[src/rtl/bcd_pkg.sv]
// Shared BCD constants and nibble sanitising for the display counter path.
package bcd_pkg;

  localparam int unsigned BCD_W = 4;
  localparam logic [BCD_W-1:0] BCD_MAX = 4'd9;
  localparam logic [BCD_W-1:0] BCD_MIN = 4'd0;

  // Force any non-BCD nibble (A..F) down to 9.
  function automatic logic [BCD_W-1:0] bcd_clamp(input logic [BCD_W-1:0] nib);
    return (nib > BCD_MAX) ? BCD_MAX : nib;
  endfunction

endpackage

[src/rtl/bcd_digit_cell.sv]
// One BCD digit register with increment/decrement, ripple carry/borrow and clamped load.
module bcd_digit_cell
  import bcd_pkg::*;
(
  input  logic             clk,
  input  logic             rst_n,
  input  logic             i_load,
  input  logic [BCD_W-1:0] i_load_nib,
  input  logic             i_cnt,
  input  logic             i_up,
  output logic [BCD_W-1:0] o_digit,
  output logic             o_carry_c
);

  logic [BCD_W-1:0] r_digit;
  logic [BCD_W-1:0] w_next;

  // Next value and carry/borrow into the following digit.
  always_comb begin
    w_next    = r_digit;
    o_carry_c = 1'b0;
    if (i_up) begin
      if (r_digit >= BCD_MAX) begin
        w_next    = BCD_MIN;
        o_carry_c = i_cnt;
      end else begin
        w_next = r_digit + BCD_W'(1);
      end
    end else begin
      if (r_digit == BCD_MIN) begin
        w_next    = BCD_MAX;
        o_carry_c = i_cnt;
      end else begin
        w_next = r_digit - BCD_W'(1);
      end
    end
  end

  always_ff @(posedge clk or negedge rst_n) begin
    if (!rst_n) begin
      r_digit <= BCD_MIN;
    end else if (i_load) begin
      r_digit <= bcd_clamp(i_load_nib);
    end else if (i_cnt) begin
      r_digit <= w_next;
    end
  end

  assign o_digit = r_digit;

endmodule

[src/rtl/bcd_updown_counter_n.sv]
// N-digit BCD up/down counter with step prescaler, wrap/saturate limits and parallel load.
module bcd_updown_counter_n
  import bcd_pkg::*;
#(
  parameter int unsigned NUM_DIGITS = 4,
  parameter int unsigned DIV        = 50_000_000
) (
  input  logic                        clk,
  input  logic                        rst,
  input  logic                        en,
  input  logic                        up_down,
  input  logic                        mode_sat,
  input  logic                        load,
  input  logic [BCD_W*NUM_DIGITS-1:0] load_value,
  output logic [BCD_W*NUM_DIGITS-1:0] digits,
  output logic                        step,
  output logic                        wrap,
  output logic                        at_limit
);

  localparam int unsigned PW = (DIV > 1) ? $clog2(DIV) : 1;
  localparam logic [PW-1:0] PRE_LAST = PW'(DIV - 1);

  logic [PW-1:0]       r_presc;
  logic                r_step;
  logic                r_wrap;
  logic                w_step_edge;
  logic                w_all9;
  logic                w_all0;
  logic                w_lim;
  logic                w_adv;
  logic [NUM_DIGITS:0] w_cnt;

  // Step edge qualification and limit detection; load suppresses any step.
  always_comb begin
    w_step_edge = en && !load && (r_presc == PRE_LAST);
    w_all9      = 1'b1;
    w_all0      = 1'b1;
    for (int unsigned i = 0; i < NUM_DIGITS; i++) begin
      if (digits[i*BCD_W +: BCD_W] != BCD_MAX) w_all9 = 1'b0;
      if (digits[i*BCD_W +: BCD_W] != BCD_MIN) w_all0 = 1'b0;
    end
    w_lim = up_down ? w_all9 : w_all0;
    w_adv = w_step_edge && !(mode_sat && w_lim);
  end

  always_ff @(posedge clk or negedge rst) begin
    if (!rst) begin
      r_presc <= '0;
    end else if (load || w_step_edge) begin
      r_presc <= '0;
    end else if (en) begin
      r_presc <= r_presc + PW'(1);
    end
  end

  // Carry out of the top digit only occurs on a wrap-mode rollover.
  always_ff @(posedge clk or negedge rst) begin
    if (!rst) begin
      r_step <= 1'b0;
      r_wrap <= 1'b0;
    end else begin
      r_step <= w_step_edge;
      r_wrap <= w_cnt[NUM_DIGITS];
    end
  end

  assign w_cnt[0] = w_adv;

  for (genvar g = 0; g < NUM_DIGITS; g++) begin : g_digit
    bcd_digit_cell u_cell (
      .clk        (clk),
      .rst_n      (rst),
      .i_load     (load),
      .i_load_nib (load_value[g*BCD_W +: BCD_W]),
      .i_cnt      (w_cnt[g]),
      .i_up       (up_down),
      .o_digit    (digits[g*BCD_W +: BCD_W]),
      .o_carry_c  (w_cnt[g+1])
    );
  end

  assign step     = r_step;
  assign wrap     = r_wrap;
  assign at_limit = w_lim;

endmodule

[config.mk]
export PLATFORM = sky130hd
export DESIGN_NAME = bcd_updown_counter_n
export DESIGN_NICKNAME = d
export VERILOG_FILES = /design/src/rtl/bcd_pkg.sv /design/src/rtl/bcd_digit_cell.sv /design/src/rtl/bcd_updown_counter_n.sv
export SDC_FILE = /design/constraint.sdc
export NUM_CORES = 1
export LEC_CHECK = 0
export ABC_CLOCK_PERIOD_IN_PS = 7050
export CORE_MARGIN = 1
export CORE_UTILIZATION = 40
export CTS_BUF_LIST = sky130_fd_sc_hd__clkbuf_2
export DETAILED_ROUTE_END_ITERATION = 7
export GPL_TIMING_DRIVEN = 1
export SETUP_SLACK_MARGIN = 0.02
export SYNTH_ARGS = -nofsm -noshare
export SYNTH_HDL_FRONTEND = slang
export SYNTH_SLANG_ARGS = --single-unit
[constraint.sdc]
create_clock -name clk -period 7.05 [get_ports clk]
set_clock_uncertainty 0.05 [all_clocks]
set_input_delay 1.0575 -clock clk [delete_from_list [all_inputs] [get_ports clk]]
set_output_delay 1.0575 -clock clk [all_outputs]
set_load 0.01 [all_outputs]
Word level (Yosys, flattened, before mapping):

Cells that the tools add are included.

* register bits after elaboration: 44
* bits in latches: 0
* memory bits (writable): 0
* bits in read-only memories: 0
* word-level logic and storage cells: 96
* memories kept: 0

* $add $sub $neg: 9
* multipliers: 0
* div/mod/pow operators: 0
* order comparisons: 8
* equality and inequality tests: 5
* shift-type cells: 0
* muxes and demuxes: 47
* bitwise logic cells: 0
* reductions and logical operators: 20

Operator list (number)
* $mux 4: 24
* $mux 26: 2
* $add 26x1->26 const B: 1
* $eq 26x26->1 const B: 1
* $mux 1: 21
* $add 4x1->4 const B: 4
* $ge 4x4->1 const B: 4
* $gt 4x4->1 const B: 4
* $logic_not 4->1: 4
* $ne 4x4->1 const B: 4
* $reduce_bool 4->1: 4
* $sub 4x1->4 const B: 4
* $reduce_bool 2->1: 5
* $logic_and 1x1->1: 4
* $logic_not 1->1: 2
* $logic_or 1x1->1: 1

Logic depth before layout (Yosys ltp):

Gate-level depths: netlist of run 1.

* depth in word-level cells: 17
* depth in mapped cells: 8
* depth with buffers taken out: 7

By module:

Synthesis of run 1 repeated with hierarchy kept, for this count alone.

* cells, all modules: 370
* area, all modules: 3224.3 um2

By module, submodules not included
* bcd_digit_cell: times used 4, cells an instance 52, area each 427.9 um2, sequential area each 100.1 um2
* bcd_updown_counter_n: times used 1, cells an instance 162, area each 1512.7 um2, sequential area each 700.7 um2

Least setup slack after synthesis of run 1:

OpenSTA, ideal clock, no wires.

* path type: input to output
* start point: input up_down
* end point: output at_limit
* arrival: 1.855 ns
* data required time: 5.943 ns
* slack: 4.088 ns
* stages: 3
* buffers on the path: 1
* path through: buf_2 -> nor4b_4 -> a41o_1

* longest elaborated chain between the ends: 1

RTL lines
* start, declared: line bcd_updown_counter_n.sv:11 `input logic up_down,`
* $mux 1: line bcd_updown_counter_n.sv:43 `w_lim = up_down ? w_all9 : w_all0;`
* end, declared: line bcd_updown_counter_n.sv:18 `output logic at_limit`

No other way between the ends.

Final worst setup path of run 1:

Same ends and word-level chain as after synthesis.

==> results of run 1 <==
==> registers in the layout, summed over array words and instances, names as in the netlist <==
name,flops
g_digit.u_cell.o_digit,16
r_presc,26
step,1
wrap,1
==> logic make-up (layout without fill, tap and decap cells) <==
group | count (synthesis) | count (layout)
compound gates | 94 | 94
xor+xnor | 22 | 22
fa+ha+maj | 15 | 15
buf+inv | 41 | 72
flops | 44 | 44
mux | 7 | 7
simple gates | 160 | 160
==> per-layer routing <==
layer / wire length (um) / up-vias / GRT usage
li1: - / 1510 / -
met1: 3860 / 1455 / 0.255
met2: 4070 / 76 / 0.341
met3: 344 / 9 / 0.0290
met4: 65 / 0 / 0.0682
met5: 0 / - / 0
==> stage by stage <==
| stage | hold slack, ns | power [W] | setup slack [ns] |
|---|---|---|---|
| floorplan | 0.459 | 0.000417 | 4.09 |
| global placement | 0.482 | 0.000483 | 2.99 |
| detailed placement | 0.492 | 0.000487 | 2.95 |
| CTS | 0.519 | 0.000600 | 2.95 |
| global route | 0.575 | 0.000634 | 2.85 |
| finish | 0.509 | 0.000591 | 2.94 |
==> cell usage in the layout, fill, tap and decap left out, types with 3 or more instances in the layout <==
| cell type | Yosys | layout |
|---|---|---|
| dfrtp_1 | 44 | 44 |
| clkdlybuf4s50_1 | 0 | 39 |
| nor2_1 | 36 | 36 |
| inv_1 | 21 | 21 |
| nand2_1 | 19 | 19 |
| nand4_1 | 19 | 19 |
| a21oi_1 | 19 | 19 |
| o21ai_0 | 15 | 15 |
| ha_1 | 15 | 15 |
| xor2_1 | 14 | 14 |
| nand3_1 | 13 | 13 |
| a31oi_1 | 12 | 12 |
| nor3_1 | 9 | 9 |
| nor4_1 | 8 | 8 |
| o31ai_1 | 8 | 8 |
| xnor2_1 | 8 | 8 |
| and3_1 | 7 | 7 |
| o211ai_1 | 5 | 5 |
| clkbuf_2 | 0 | 5 |
| and4_1 | 4 | 4 |
| nand3b_1 | 4 | 4 |
| nand2b_1 | 4 | 4 |
| mux2i_1 | 4 | 4 |
| nor4b_1 | 3 | 3 |
| nor3b_1 | 3 | 3 |
| a211o_1 | 3 | 3 |
| o32ai_1 | 3 | 3 |
==> worst paths after layout <==
check	start	endpoint	slack (ns)
max	up_down	at_limit	2.94
min	r_presc[23]$_DFFE_PN0P_	r_presc[23]$_DFFE_PN0P_	0.51
max reg2reg	g_digit[1].u_cell.o_digit[0]$_DFFE_PN0P_	g_digit[3].u_cell.o_digit[2]$_DFFE_PN0P_	4.39
min reg2reg	r_presc[23]$_DFFE_PN0P_	r_presc[23]$_DFFE_PN0P_	0.51
max in group asynchronous	rst	r_presc[16]$_DFFE_PN0P_	5.57
min in group asynchronous	rst	wrap$_DFF_PN0_	0.70
==> critical path: stages <==
cell,delay [ns]
clkdlybuf4s50_1,0.45
buf_4,0.29
nand4b_1,0.20
nor4_4,0.30
a41o_1,0.16
clkdlybuf4s50_1,0.54
==> layout make-up <==
cell class	count	area, um2	share of cell area
clock inverters	3	13.8	0.00354
multi-input cells	298	2130	0.547
inverters	22	82.6	0.0212
flip-flops and latches	44	1100	0.283
repair buffers	42	410	0.105
clock buffers	5	25.0	0.00643
well taps	105	131	0.0338
==> power breakdown <==
| group | total, W | switching (W) | internal [W] |
|---|---|---|---|
| Combinational | 0.000182 | 0.0000926 | 0.0000895 |
| Sequential | 0.000300 | 0.0000348 | 0.000265 |
| Clock | 0.000108 | 0.0000860 | 0.0000223 |
==> results.toml, run 1 <==
[outcome]
status = "finished clean"

[placed_design]
dp.cells = 511
gp_congestion = 0.850
placed_area_um2 = 3850
io_buffers = 40
hpwl_um = 5950

[grt]
grtUsageTotal = 0.199
grt_max_degree = 45
grt_antenna_before_repair = 0
grt_pass1_wl_um = 14100
grt_pass1_vias = 2867
grt-ovfl-total = 0

[synthesis]
synth_edf_count = 0
synth.distinct_cells = 75
synth.area.mux_share = 0.0270
synth-simple-area-share = 0.291
yosys.area.top_type = "dfrtp_1"
synth_xor_area_frac = 0.0561
yosysWarnings = 0
seq_area_frac_synth = 0.321
ys.flop_type = "dfrtp_1"
synth_area_um2 = 3430
synth_compound_area_frac = 0.191
synth-async-reset-ratio = 1.00
netlist.area_leader.share = 0.321
synthAdderAreaFrac = 0.0547
synth_top_family_by_area = "simple AND/OR/NAND/NOR gates"
ys_ff_latch = 44
synth_top_cells_by_area = "dfrtp_1, ha_1, nor2_1, xor2_1, nand4_1"
syn_area_per_cell_um2 = 8.96
ys_top_cells_by_count = "dfrtp_1, nor2_1, inv_1"
synth_fp_nets = 420
postSynthCellCount = 383
yosysMostFrequentCell = "dfrtp_1"

[final_layout]
post-route-util = 0.471
drive_gt1_frac = 0.0942
num-nets-final = 450
layout.cell_area.non_filler_um2 = 3890
antenna_cells = 0
n_fill_cell = 826
synthToLayoutAreaGrowth_pct = 13.3
final_cells = 519

[job]
cap_violations = 0

[worst_setup_path]
start_kind = "primary input"
endpoint_kind = "primary output"
rr_worst_depth = 7
crit_type = "primary input to primary output"
critPathArrivalTime_ns = 3.00
crit_required_ns = 5.94
path_max_fanout = 28

[timing]
setup_violations = 0
finalSetupTns_ns = 0
rsz0062_at_grt = "no"
tightest_slew_ns = 1.03
drv_slew = 0
slew_headroom = 0.313
finalCritPeriodShare = 0.583
fmax_mhz = 243
post-route-min-period_ns = 4.11
hold_viol = 0

[route]
first_pass_iters = 5
drt-initial-drc-count = 124
vias_per_cell = 5.88
wl_per_cell_um = 16.1
drcViolationCount = 0
wl_um = 8350
num_vias = 3050
ant_nets = 0

[hold_path]
hold-path-cell-count = 3
hp-class = "register to register"

[floorplan]
die_area_um2 = 8960
start_util = 0.416
core-area_um2 = 8260
fp.dieW_um = 94.6
num_rows = 33
die_height_um = 94.6
ios = 41

[clock_tree]
cts_resized = 0
numCtsBuffers = 5
post_cts_buffers = 0
cts_buffer_depth = 2
cts_sinks = 44
insertion_delay_ns = 0.42
cts_hold_buf = 0
clkTransAtPathRegs_ns = 0.22
htree_num_levels = 2
tritoncts = "yes"
root_buffer = "clkbuf_2"

[power]
cellLeakagePower_nw = 1.55
powerDensity_nw_per_um2 = 152
vdd_drop_max_mv = 0.0626
No activity file was read; power rests on OpenSTA's default activity.
==> run 2, diff against run 1 <==
ABC_CLOCK_PERIOD_IN_PS = 4130   (was 7050)
clock period = 4.13 ns   (was 7.05 ns; I/O delays follow)
==> run 2 against run 1 <==
Worst setup slack lost 2.2 ns. Total power grew 71%. Die area is the same. Largest cell class unchanged. Register-to-register slack lost 2.9 ns.
==> results.toml, run 2 (synthesis results as in run 1) <==
[placed_design]
hpwl_um = 6130
gp_congestion = 0.816
io_buffers = 40

[clock_tree]
cts_buffer_depth = 2
post_cts_buffers = 0
tritoncts = "yes"
numCtsBuffers = 5
cts_resized = 0
cts_sinks = 44
htree_num_levels = 2
cts_hold_buf = 0
clkTransAtPathRegs_ns = 0.24
root_buffer = "clkbuf_2"
insertion_delay_ns = 0.42

[floorplan]
die_height_um = 94.6
die_area_um2 = 8960
start_util = 0.416
ios = 41
fp.dieW_um = 94.6
core-area_um2 = 8260
num_rows = 33

[final_layout]
largest_reg_flops = 26
regMostFlops = "r_presc"
synthToLayoutAreaGrowth_pct = 13.5
multi_input_area_um2 = 2130
seq_area_um2 = 1100
post-route-util = 0.472
layout_common_cells = "dfrtp_1, clkdlybuf4s50_1, nor2_1, inv_1"
drive_gt1_frac = 0.0966
num-nets-final = 451
layout_commonest_cell = "dfrtp_1"
n_fill_cell = 840
antenna_cells = 0

[route]
drt-initial-drc-count = 125
num_vias = 3053
wl_per_cell_um = 16.2
vias_per_cell = 5.88
drcViolationCount = 0
ant_nets = 0
wl_um = 8420
first_pass_iters = 4

[worst_setup_path]
critPathMaxStageDelay_ns = 0.86
crit_path_frequent_cell = "clkdlybuf4s50_1"
cp_slowest_cell = "clkdlybuf4s50_1"
endpoint_kind = "primary output"
path_cells = "clkdlybuf4s50_1 -> nand4b_1 -> nor4_4 -> a41o_1 -> clkdlybuf4s50_1"
path_max_fanout = 15
start_kind = "primary input"
reg2reg_slack_ns = 1.48
critPathArrivalTime_ns = 2.71
crit_type = "primary input to primary output"
crit_required_ns = 3.46

[hold_path]
hp-class = "primary input to asynchronous set/reset pin"

[power]
p_clk_frac = 0.184
p_sw_w = 0.000364
total_power_w = 0.00101
p_comb_frac = 0.307
seq_power_share = 0.509
swShare = 0.361
powerDensity_nw_per_um2 = 258
p_int_w = 0.000643
cellLeakagePower_nw = 1.55
vdd_drop_max_mv = 0.122

[job]
cap_violations = 0

[timing]
drv_slew = 0
slew_headroom = 0.259
hold_viol = 0
finalCritPeriodShare = 0.817
rsz0062_at_grt = "no"
fmax_mhz = 296
setup_violations = 0
finalSetupTns_ns = 0
tightest_slew_ns = 1.10
post-route-min-period_ns = 3.38

[grt]
grtUsageTotal = 0.200
grt_pass1_wl_um = 14200
grt_pass1_vias = 3007
grt-ovfl-total = 0
grt_antenna_before_repair = 0
grt_max_degree = 45

[outcome]
status = "finished clean"
run 2: changes by cell type in the layout (fill, tap and decap cells not counted), sizes merged:
cell      delta
buf          +1
clkinv       -2
clkinvlp     +1
run 2: metal layers:
metal	vias up	global-route usage	share of wire
met2	47	0.363	0.49
li1	1504	-	-
met3	11	0.0282	0.032
met4	0	0.0518	0.014
met1	1491	0.246	0.47
met5	-	0	0
run 2: worst paths after layout:
| kind | endpoint | cells after the start | start |
|---|---|---|---|
| min | wrap$_DFF_PN0_ | 1 | rst |
| max in group asynchronous | r_presc[22]$_DFFE_PN0P_ | 1 | rst |
| max | at_limit | 5 | up_down |
| min reg2reg | r_presc[23]$_DFFE_PN0P_ | 3 | r_presc[23]$_DFFE_PN0P_ |
| max reg2reg | g_digit[3].u_cell.o_digit[2]$_DFFE_PN0P_ | 7 | g_digit[1].u_cell.o_digit[0]$_DFFE_PN0P_ |
| min in group clk | r_presc[23]$_DFFE_PN0P_ | 3 | r_presc[23]$_DFFE_PN0P_ |
run 2: stage by stage:
step	area (um2)	worst slack [ns]	hold slack, ns	cells
finish	3900	0.755	0.279	519
global route	3900	0.609	0.366	519
CTS	3900	0.777	0.317	519
detailed placement	3860	0.781	0.494	512
global placement	3860	0.808	0.484	512
floorplan	3430	1.83	0.274	383
run 2: layout make-up:
| cell class | count | share of cell area |
|---|---|---|
| repair buffers | 43 | 0.107 |
| well taps | 105 | 0.0337 |
| flip-flops and latches | 44 | 0.283 |
| clock inverters | 2 | 0.00321 |
| multi-input cells | 298 | 0.546 |
| inverters | 22 | 0.0212 |
| clock buffers | 5 | 0.00642 |
run 2: critical path, delay by kind of cell:
family	cells	cell delay, ns
compound gates	1	0.14
buf+inv	2	1.40
simple gates	2	0.53
run 2: power groups by stage:
stage / clock network (W) / logic [W] / registers (W)
final: 0.000185 / 0.000309 / 0.000513
after global routing: 0.000209 / 0.000344 / 0.000519
after CTS: 0.000193 / 0.000310 / 0.000512
after detailed placement: 0 / 0.000309 / 0.000520
after global placement: 0 / 0.000306 / 0.000520
after floorplan: 0 / 0.000214 / 0.000498
